File: config.mk
export PLATFORM = sky130hd
export DESIGN_NAME = control_unit_flat
export DESIGN_NICKNAME = d
export VERILOG_FILES = /design/src/rtl/control_unit_if.sv /design/src/rtl/control_unit.sv /design/src/flat_wrapper.sv
export SDC_FILE = /design/constraint.sdc
export NUM_CORES = 1
export LEC_CHECK = 0
export CAP_MARGIN = 40
export CORE_UTILIZATION = 42
export CTS_CLUSTER_DIAMETER = 80
export CTS_CLUSTER_SIZE = 8
export DETAILED_ROUTE_END_ITERATION = 10
export GPL_ROUTABILITY_DRIVEN = 0
export GPL_TIMING_DRIVEN = 0
export PLACE_DENSITY = 0.86
export SLEW_MARGIN = 20
export SYNTH_ARGS = -nofsm -noshare
export SYNTH_HDL_FRONTEND = slang
export SYNTH_SLANG_ARGS = --single-unit
export TNS_END_PERCENT = 50
File: constraint.sdc
create_clock -name clk -period 0.8 [get_ports clk]
set_clock_uncertainty 0.05 [all_clocks]
set_input_delay 0.16 -clock clk [delete_from_list [all_inputs] [get_ports clk]]
set_output_delay 0.16 -clock clk [all_outputs]
set_load 0.02 [all_outputs]
File: src/rtl/control_unit_if.sv
// Bus between an instruction source and the RV32I main decoder.
// Handshake: valid_in qualifies opcode on the cycle it is sampled. There is
// no ready, so the decoder accepts one opcode on every rising edge, and the
// control outputs for that opcode appear after the same edge.
interface control_unit_if;
  logic       valid_in;
  logic [6:0] opcode;
  logic       RegWrite;
  logic       MemRead;
  logic       MemWrite;
  logic       ALUsrc;
  logic       ALUAsrc;
  logic       branch;
  logic       jump;
  logic       jalr;
  logic [1:0] ALUop;
  logic [1:0] ResultSrc;
  logic [2:0] ImmSel;
  logic       illegal;

  modport master (
    output valid_in, opcode,
    input  RegWrite, MemRead, MemWrite, ALUsrc, ALUAsrc, branch, jump, jalr,
    input  ALUop, ResultSrc, ImmSel, illegal
  );

  modport slave (
    input  valid_in, opcode,
    output RegWrite, MemRead, MemWrite, ALUsrc, ALUAsrc, branch, jump, jalr,
    output ALUop, ResultSrc, ImmSel, illegal
  );
endinterface

File: src/rtl/control_unit.sv
// RV32I main control decoder. The opcode is decoded combinationally and the
// full control word is registered, giving one cycle of latency and
// glitch-free outputs. The only state is the output register.
module control_unit (
  input  logic          clk,
  input  logic          rst_n,
  control_unit_if.slave bus
);

  typedef struct packed {
    logic       reg_write;
    logic       mem_read;
    logic       mem_write;
    logic       alu_src;
    logic       alu_a_src;
    logic       branch;
    logic       jump;
    logic       jalr;
    logic [1:0] alu_op;
    logic [1:0] result_src;
    logic [2:0] imm_sel;
    logic       illegal;
  } ctrl_t;

  localparam logic [6:0] OP_R     = 7'b0110011;
  localparam logic [6:0] OP_I     = 7'b0010011;
  localparam logic [6:0] OP_LOAD  = 7'b0000011;
  localparam logic [6:0] OP_JALR  = 7'b1100111;
  localparam logic [6:0] OP_STORE = 7'b0100011;
  localparam logic [6:0] OP_BR    = 7'b1100011;
  localparam logic [6:0] OP_LUI   = 7'b0110111;
  localparam logic [6:0] OP_AUIPC = 7'b0010111;
  localparam logic [6:0] OP_JAL   = 7'b1101111;

  ctrl_t ctrl_d;
  ctrl_t ctrl_q;

  // Decode the opcode into a control word; a bubble yields all zeros.
  always_comb begin
    ctrl_d = '0;
    if (bus.valid_in) begin
      case (bus.opcode)
        OP_R: begin
          ctrl_d.reg_write = 1'b1;
          ctrl_d.alu_op    = 2'b10;
        end
        OP_I: begin
          ctrl_d.reg_write = 1'b1;
          ctrl_d.alu_src   = 1'b1;
          ctrl_d.alu_op    = 2'b11;
        end
        OP_LOAD: begin
          ctrl_d.reg_write  = 1'b1;
          ctrl_d.mem_read   = 1'b1;
          ctrl_d.alu_src    = 1'b1;
          ctrl_d.result_src = 2'b01;
        end
        OP_JALR: begin
          ctrl_d.reg_write  = 1'b1;
          ctrl_d.alu_src    = 1'b1;
          ctrl_d.jump       = 1'b1;
          ctrl_d.jalr       = 1'b1;
          ctrl_d.result_src = 2'b10;
        end
        OP_STORE: begin
          ctrl_d.mem_write = 1'b1;
          ctrl_d.alu_src   = 1'b1;
          ctrl_d.imm_sel   = 3'b001;
        end
        OP_BR: begin
          ctrl_d.branch  = 1'b1;
          ctrl_d.alu_op  = 2'b01;
          ctrl_d.imm_sel = 3'b010;
        end
        OP_LUI: begin
          ctrl_d.reg_write  = 1'b1;
          ctrl_d.alu_src    = 1'b1;
          ctrl_d.result_src = 2'b11;
          ctrl_d.imm_sel    = 3'b011;
        end
        OP_AUIPC: begin
          ctrl_d.reg_write = 1'b1;
          ctrl_d.alu_src   = 1'b1;
          ctrl_d.alu_a_src = 1'b1;
          ctrl_d.imm_sel   = 3'b011;
        end
        OP_JAL: begin
          ctrl_d.reg_write  = 1'b1;
          ctrl_d.jump       = 1'b1;
          ctrl_d.result_src = 2'b10;
          ctrl_d.imm_sel    = 3'b100;
        end
        default: ctrl_d.illegal = 1'b1;
      endcase
    end
  end

  // Register the control word; reset clears it without waiting for a clock.
  always_ff @(posedge clk or negedge rst_n) begin
    if (!rst_n) ctrl_q <= '0;
    else        ctrl_q <= ctrl_d;
  end

  assign bus.RegWrite  = ctrl_q.reg_write;
  assign bus.MemRead   = ctrl_q.mem_read;
  assign bus.MemWrite  = ctrl_q.mem_write;
  assign bus.ALUsrc    = ctrl_q.alu_src;
  assign bus.ALUAsrc   = ctrl_q.alu_a_src;
  assign bus.branch    = ctrl_q.branch;
  assign bus.jump      = ctrl_q.jump;
  assign bus.jalr      = ctrl_q.jalr;
  assign bus.ALUop     = ctrl_q.alu_op;
  assign bus.ResultSrc = ctrl_q.result_src;
  assign bus.ImmSel    = ctrl_q.imm_sel;
  assign bus.illegal   = ctrl_q.illegal;

endmodule

File: src/flat_wrapper.sv
// flat-port wrapper written by rule: the top's interface ports become plain ports
module control_unit_flat 
  (clk, rst_n, bus_valid_in, bus_opcode, bus_RegWrite, bus_MemRead, bus_MemWrite, bus_ALUsrc, bus_ALUAsrc, bus_branch, bus_jump, bus_jalr, bus_ALUop, bus_ResultSrc, bus_ImmSel, bus_illegal);
  control_unit_if bus_i ();
  input  logic clk;
  input  logic rst_n;
  input wire logic [$bits(bus_i.valid_in)-1:0] bus_valid_in;
  input wire logic [$bits(bus_i.opcode)-1:0] bus_opcode;
  output wire logic [$bits(bus_i.RegWrite)-1:0] bus_RegWrite;
  output wire logic [$bits(bus_i.MemRead)-1:0] bus_MemRead;
  output wire logic [$bits(bus_i.MemWrite)-1:0] bus_MemWrite;
  output wire logic [$bits(bus_i.ALUsrc)-1:0] bus_ALUsrc;
  output wire logic [$bits(bus_i.ALUAsrc)-1:0] bus_ALUAsrc;
  output wire logic [$bits(bus_i.branch)-1:0] bus_branch;
  output wire logic [$bits(bus_i.jump)-1:0] bus_jump;
  output wire logic [$bits(bus_i.jalr)-1:0] bus_jalr;
  output wire logic [$bits(bus_i.ALUop)-1:0] bus_ALUop;
  output wire logic [$bits(bus_i.ResultSrc)-1:0] bus_ResultSrc;
  output wire logic [$bits(bus_i.ImmSel)-1:0] bus_ImmSel;
  output wire logic [$bits(bus_i.illegal)-1:0] bus_illegal;
  assign bus_i.valid_in = bus_valid_in;
  assign bus_i.opcode = bus_opcode;
  assign bus_RegWrite = bus_i.RegWrite;
  assign bus_MemRead = bus_i.MemRead;
  assign bus_MemWrite = bus_i.MemWrite;
  assign bus_ALUsrc = bus_i.ALUsrc;
  assign bus_ALUAsrc = bus_i.ALUAsrc;
  assign bus_branch = bus_i.branch;
  assign bus_jump = bus_i.jump;
  assign bus_jalr = bus_i.jalr;
  assign bus_ALUop = bus_i.ALUop;
  assign bus_ResultSrc = bus_i.ResultSrc;
  assign bus_ImmSel = bus_i.ImmSel;
  assign bus_illegal = bus_i.illegal;
  control_unit u_core (.clk(clk), .rst_n(rst_n), .bus(bus_i));
endmodule
After elaboration in Yosys (flattened, before gate mapping)
Index checks and enable logic that the tools add are counted.

cells by class
  $add $sub $neg = 0
  multiply operators = 0
  divide/modulo/power cells = 0
  order comparisons = 0
  equality and inequality tests = 9
  shift-type cells = 0
  mux-type cells = 13
  bitwise gates (word level) = 0
  reductions and logical operators = 5

operators with widths
  cell                                                  number
  equality test 7 x 6 -> 1 bit (second input constant)  3
  equality test 7 bit (second input constant)           3
  2-to-1 mux 16 bit                                     1
  equality test 7 x 5 -> 1 bit (second input constant)  2
  case mux 2 bit (3 select lines)                       2
  case mux 3 bit (4 select lines)                       1
  2-to-1 mux 1 bit                                      9
  OR reduction 9 bit                                    1
  equality test 7 x 2 -> 1 bit (second input constant)  1
  OR reduction 7 bit                                    1
  OR reduction 6 bit                                    1
  OR reduction 2 bit                                    2

word-level totals
  register bits = 16
  bits in latches = 0
  bits in writable memories = 0
  ROM bits = 0
  input port bits = 10
  output and inout bits = 16
  word-level logic and storage cells = 39
  memories = 0

Longest topological paths before layout
  depth in word-level cells = 4
  depth in mapped cells = 4
  depth with buffers taken out = 3

Least setup slack after synthesis
Ideal clock, no wire load.

  path type = in2reg
  from = input bus_opcode[4]
  to = register u_core.ctrl_q, in the netlist u_core.bus.ALUop[0]
  library setup time = 0.107 ns
  arrival time = 0.833 ns
  data required time = 0.643 ns
  setup slack = -0.190 ns
  stages on the path = 3
  path buffers = 0
  cell sequence = inv_2 or3_4 a2111oi_4

RTL lines
  item                  line                 source
  from (decl)           flat_wrapper.sv:8    input wire logic [$bits(bus_i.opcode)-1:0] bus_opcode;
  to (signal assigned)  control_unit.sv:101  else ctrl_q <= ctrl_d;
  to (decl)             control_unit.sv:36   ctrl_t ctrl_q;

Final worst setup path
  from = register u_core.ctrl_q, in the netlist u_core.bus.MemRead
  to = output bus_MemRead

RTL lines
  item       line                source
  to (decl)  flat_wrapper.sv:10  output wire logic [$bits(bus_i.MemRead)-1:0] bus_MemRead;

No word-level cell between the ends.

==> impl_results.md <==
- Status: finished with violations
- Failing checks: hold timing, setup timing
- Ys flop type: dfrtp_1
- Placed Area: 993 um2
- Die W: 42.7 um
- Net Sw Frac: 0.240
- IO Pins: 26
- Worst min-delay path class: input pin to asynchronous set/reset pin
- Detail Route Antenna Nets: 0
- Pint: 1.22 mW
- Tcrit/Tclk final: 1.27
- Power share of the clock group: 0.325
- Leak pwr: 0.521 nW
- Placed Cells: 99
- Final hold vios: 16
- Syn nets: 69
- RSZ-0062 raised after global routing: yes
- YS warnings: 0
- CTS H-tree lvls: 1
- Starting Density: 0.456
- Final max-slew violation count: 0
- Post-synthesis register bit count: 16
- Synthesized netlist cell count: 59
- Top cells by area, synth: dfrtp_1 58%, a2111oi_4 4.0%, buf_2 2.9%
- Worst path buffer plus inverter count: 1
- P per Cell Area: 1410 nW/um2
- Crit path cell chain: buf_6
- Vias in the first global route: 521
- Cell family with most CP delay: flip-flops
- Maximum vdd drop: 869 uV
- First-pass GRT wire length: 2520 um
- Die H: 42.7 um
- Grt ovf: 0
- Crit path required time: 0.59 ns
- GRT Overall Usage: 0.191
- Fraction of layout cells with a size suffix above 1: 0.505
- IO Port Bufs: 24
- Max FO, Critical Path: 1
- Crit start category: flip-flop
- Final nets: 102
- Kind of critical path: flip-flop to primary output
- CTS Buf Count: 3
- CTS tree: yes
- Crit path max-delay cell type: dfrtp_1
- Layout Area Growth over Synthesis: 63.3%
- Drt drc: 0
- Per-cell routed wire length: 14.9 um
- Final worst slack: -0.212 ns
- Post-Layout Cell Count: 107
- Fillers: 92
- Worst relative slew slack: 0.541
- CTS Root Cell: clkbuf_4
- DP Worst Slack: -0.896 ns
- Seq/Total Area, Yosys: 0.576
- Comb power frac: 0.163
- Vias: 604
- DRT Pass-1 Iters: 4
- Count of unique library cells instantiated by Yosys: 29
- DRT iter0 DRCs: 7
- Max Cap Viol: 0
- Die area: 1820 um2
- Worst hold slack: -0.0298 ns
- Flop pwr share: 0.512
- Area leader, netlist: dfrtp_1
- Max Buffers Root-to-Sink: 2
- Total power draw: 1.60 mW
- Hpwl dp: 1080 um
- Cell area after layout: 1140 um2
- Net switching power: 0.385 mW
- Routed vias/inst: 5.64
- Detailed-route wire length: 1600 um
- CTS sink cnt: 16
- Fraction of registers with async set/reset: 1.00
- Row count: 14
- Worst stage delay on the critical path: 0.39 ns
- Post-synth top area share: 0.576
- Max Clk Rate: 0.988 GHz
- Setup TNS: -3.27 ns
- Post-synth EDFFs: 0
- Most frequent cells in the layout: 21 x buf_6, 16 x dfrtp_1
- Crit path time final: 1.01 ns
- Pin count of the biggest net entering global routing: 17
- Initial antenna violation count: 0
- Setup violators final: 17
- Worst-Margin Slew: 0.689 ns
- Most common cell after layout, fill and taps aside: buf_6
- CP Capture Type: primary output
- ANT cells: 0
- Syn avg cell area: 11.8 um2
- Core area: 1520 um2
- Worst path arrival time: 0.80 ns
- Clock-pin slew of the registers on the worst-case setup and hold paths: 0.09 ns
- Mapped Area: 696 um2
sequential cells by signal, summed over array words and instances (netlist names):
signal                cells
u_core.bus.branch         1
u_core.bus.jump           1
u_core.bus.ALUop          2
u_core.bus.RegWrite       1
u_core.bus.MemRead        1
u_core.bus.ImmSel         3
u_core.bus.ALUAsrc        1
u_core.bus.ALUsrc         1
u_core.bus.illegal        1
u_core.bus.jalr           1
u_core.bus.MemWrite       1
u_core.bus.ResultSrc      2
layout make-up:
class | count | area [um2] | share of cell area
clock buffer | 4 | 36.3 | 0.0319
tap | 16 | 20.0 | 0.0176
inverter | 2 | 12.5 | 0.0110
multi-input combinational | 37 | 320 | 0.282
sequential | 16 | 400 | 0.352
buffer | 4 | 45.0 | 0.0396
timing repair buffer | 28 | 302 | 0.265
cells in the mapped netlist, types with 2 or more instances:
master	instances
nor2_1	4
nor3_1	4
nor2b_1	2
nand3_1	2
dfrtp_1	16
nor4_1	2
a21oi_1	3
nor3b_1	2
buf_2	4
path summary, 6_finish.rpt:
check / endpoint / cells past startpoint / from / slack, ns
worst max-delay path: bus_MemRead / 1 / u_core.bus.MemRead / -0.21
worst min-delay path: u_core.bus.jump / 1 / rst_n / -0.03
max in group asynchronous: u_core.bus.ImmSel[0] / 1 / rst_n / 0.29
min in group clk: u_core.bus.jalr / 2 / bus_opcode[3] / 0.03
metal layers:
layer / vias up / track usage / share of wire
li1: 283 / - / -
met1: 302 / 0.260 / 0.44
met2: 19 / 0.294 / 0.51
met3: 0 / 0.0426 / 0.040
met4: 0 / 0.0750 / 0
met5: - / 0 / 0
timing repair:
item / CTS / global route
pin swaps: 4 / 2
endpoints found under the setup margin: 48 / 22
buffers inserted: 4 / 0
gates resized for setup: 139 / 3
hold endpoints to repair: 16 / 0
kinds of logic (layout without fill, tap and decap cells):
logic type      after synthesis  count (layout)  synth area share
compound gates                9               9             0.113
buf+inv                       6              38            0.0396
flops                        16              16             0.576
mux                           1               1            0.0144
simple gates                 27              27             0.257
power by group through the flow:
stage	Sequential (mW)	Combinational, mW	Clock, mW
floorplan	0.845	0.104	0
global placement	0.834	0.214	0
detailed placement	0.834	0.218	0
CTS	0.820	0.255	0.522
global route	0.821	0.279	0.578
finish	0.820	0.261	0.521
stage by stage:
stage,utilization,hold WS (ns)
after CTS,0.744,-0.0196
after global placement,0.652,0.340
final,0.745,-0.0298
after global routing,0.745,0.0132
after detailed placement,0.652,0.333
after floorplan,-,-0.186
Power figures use the tool's default switching activity.
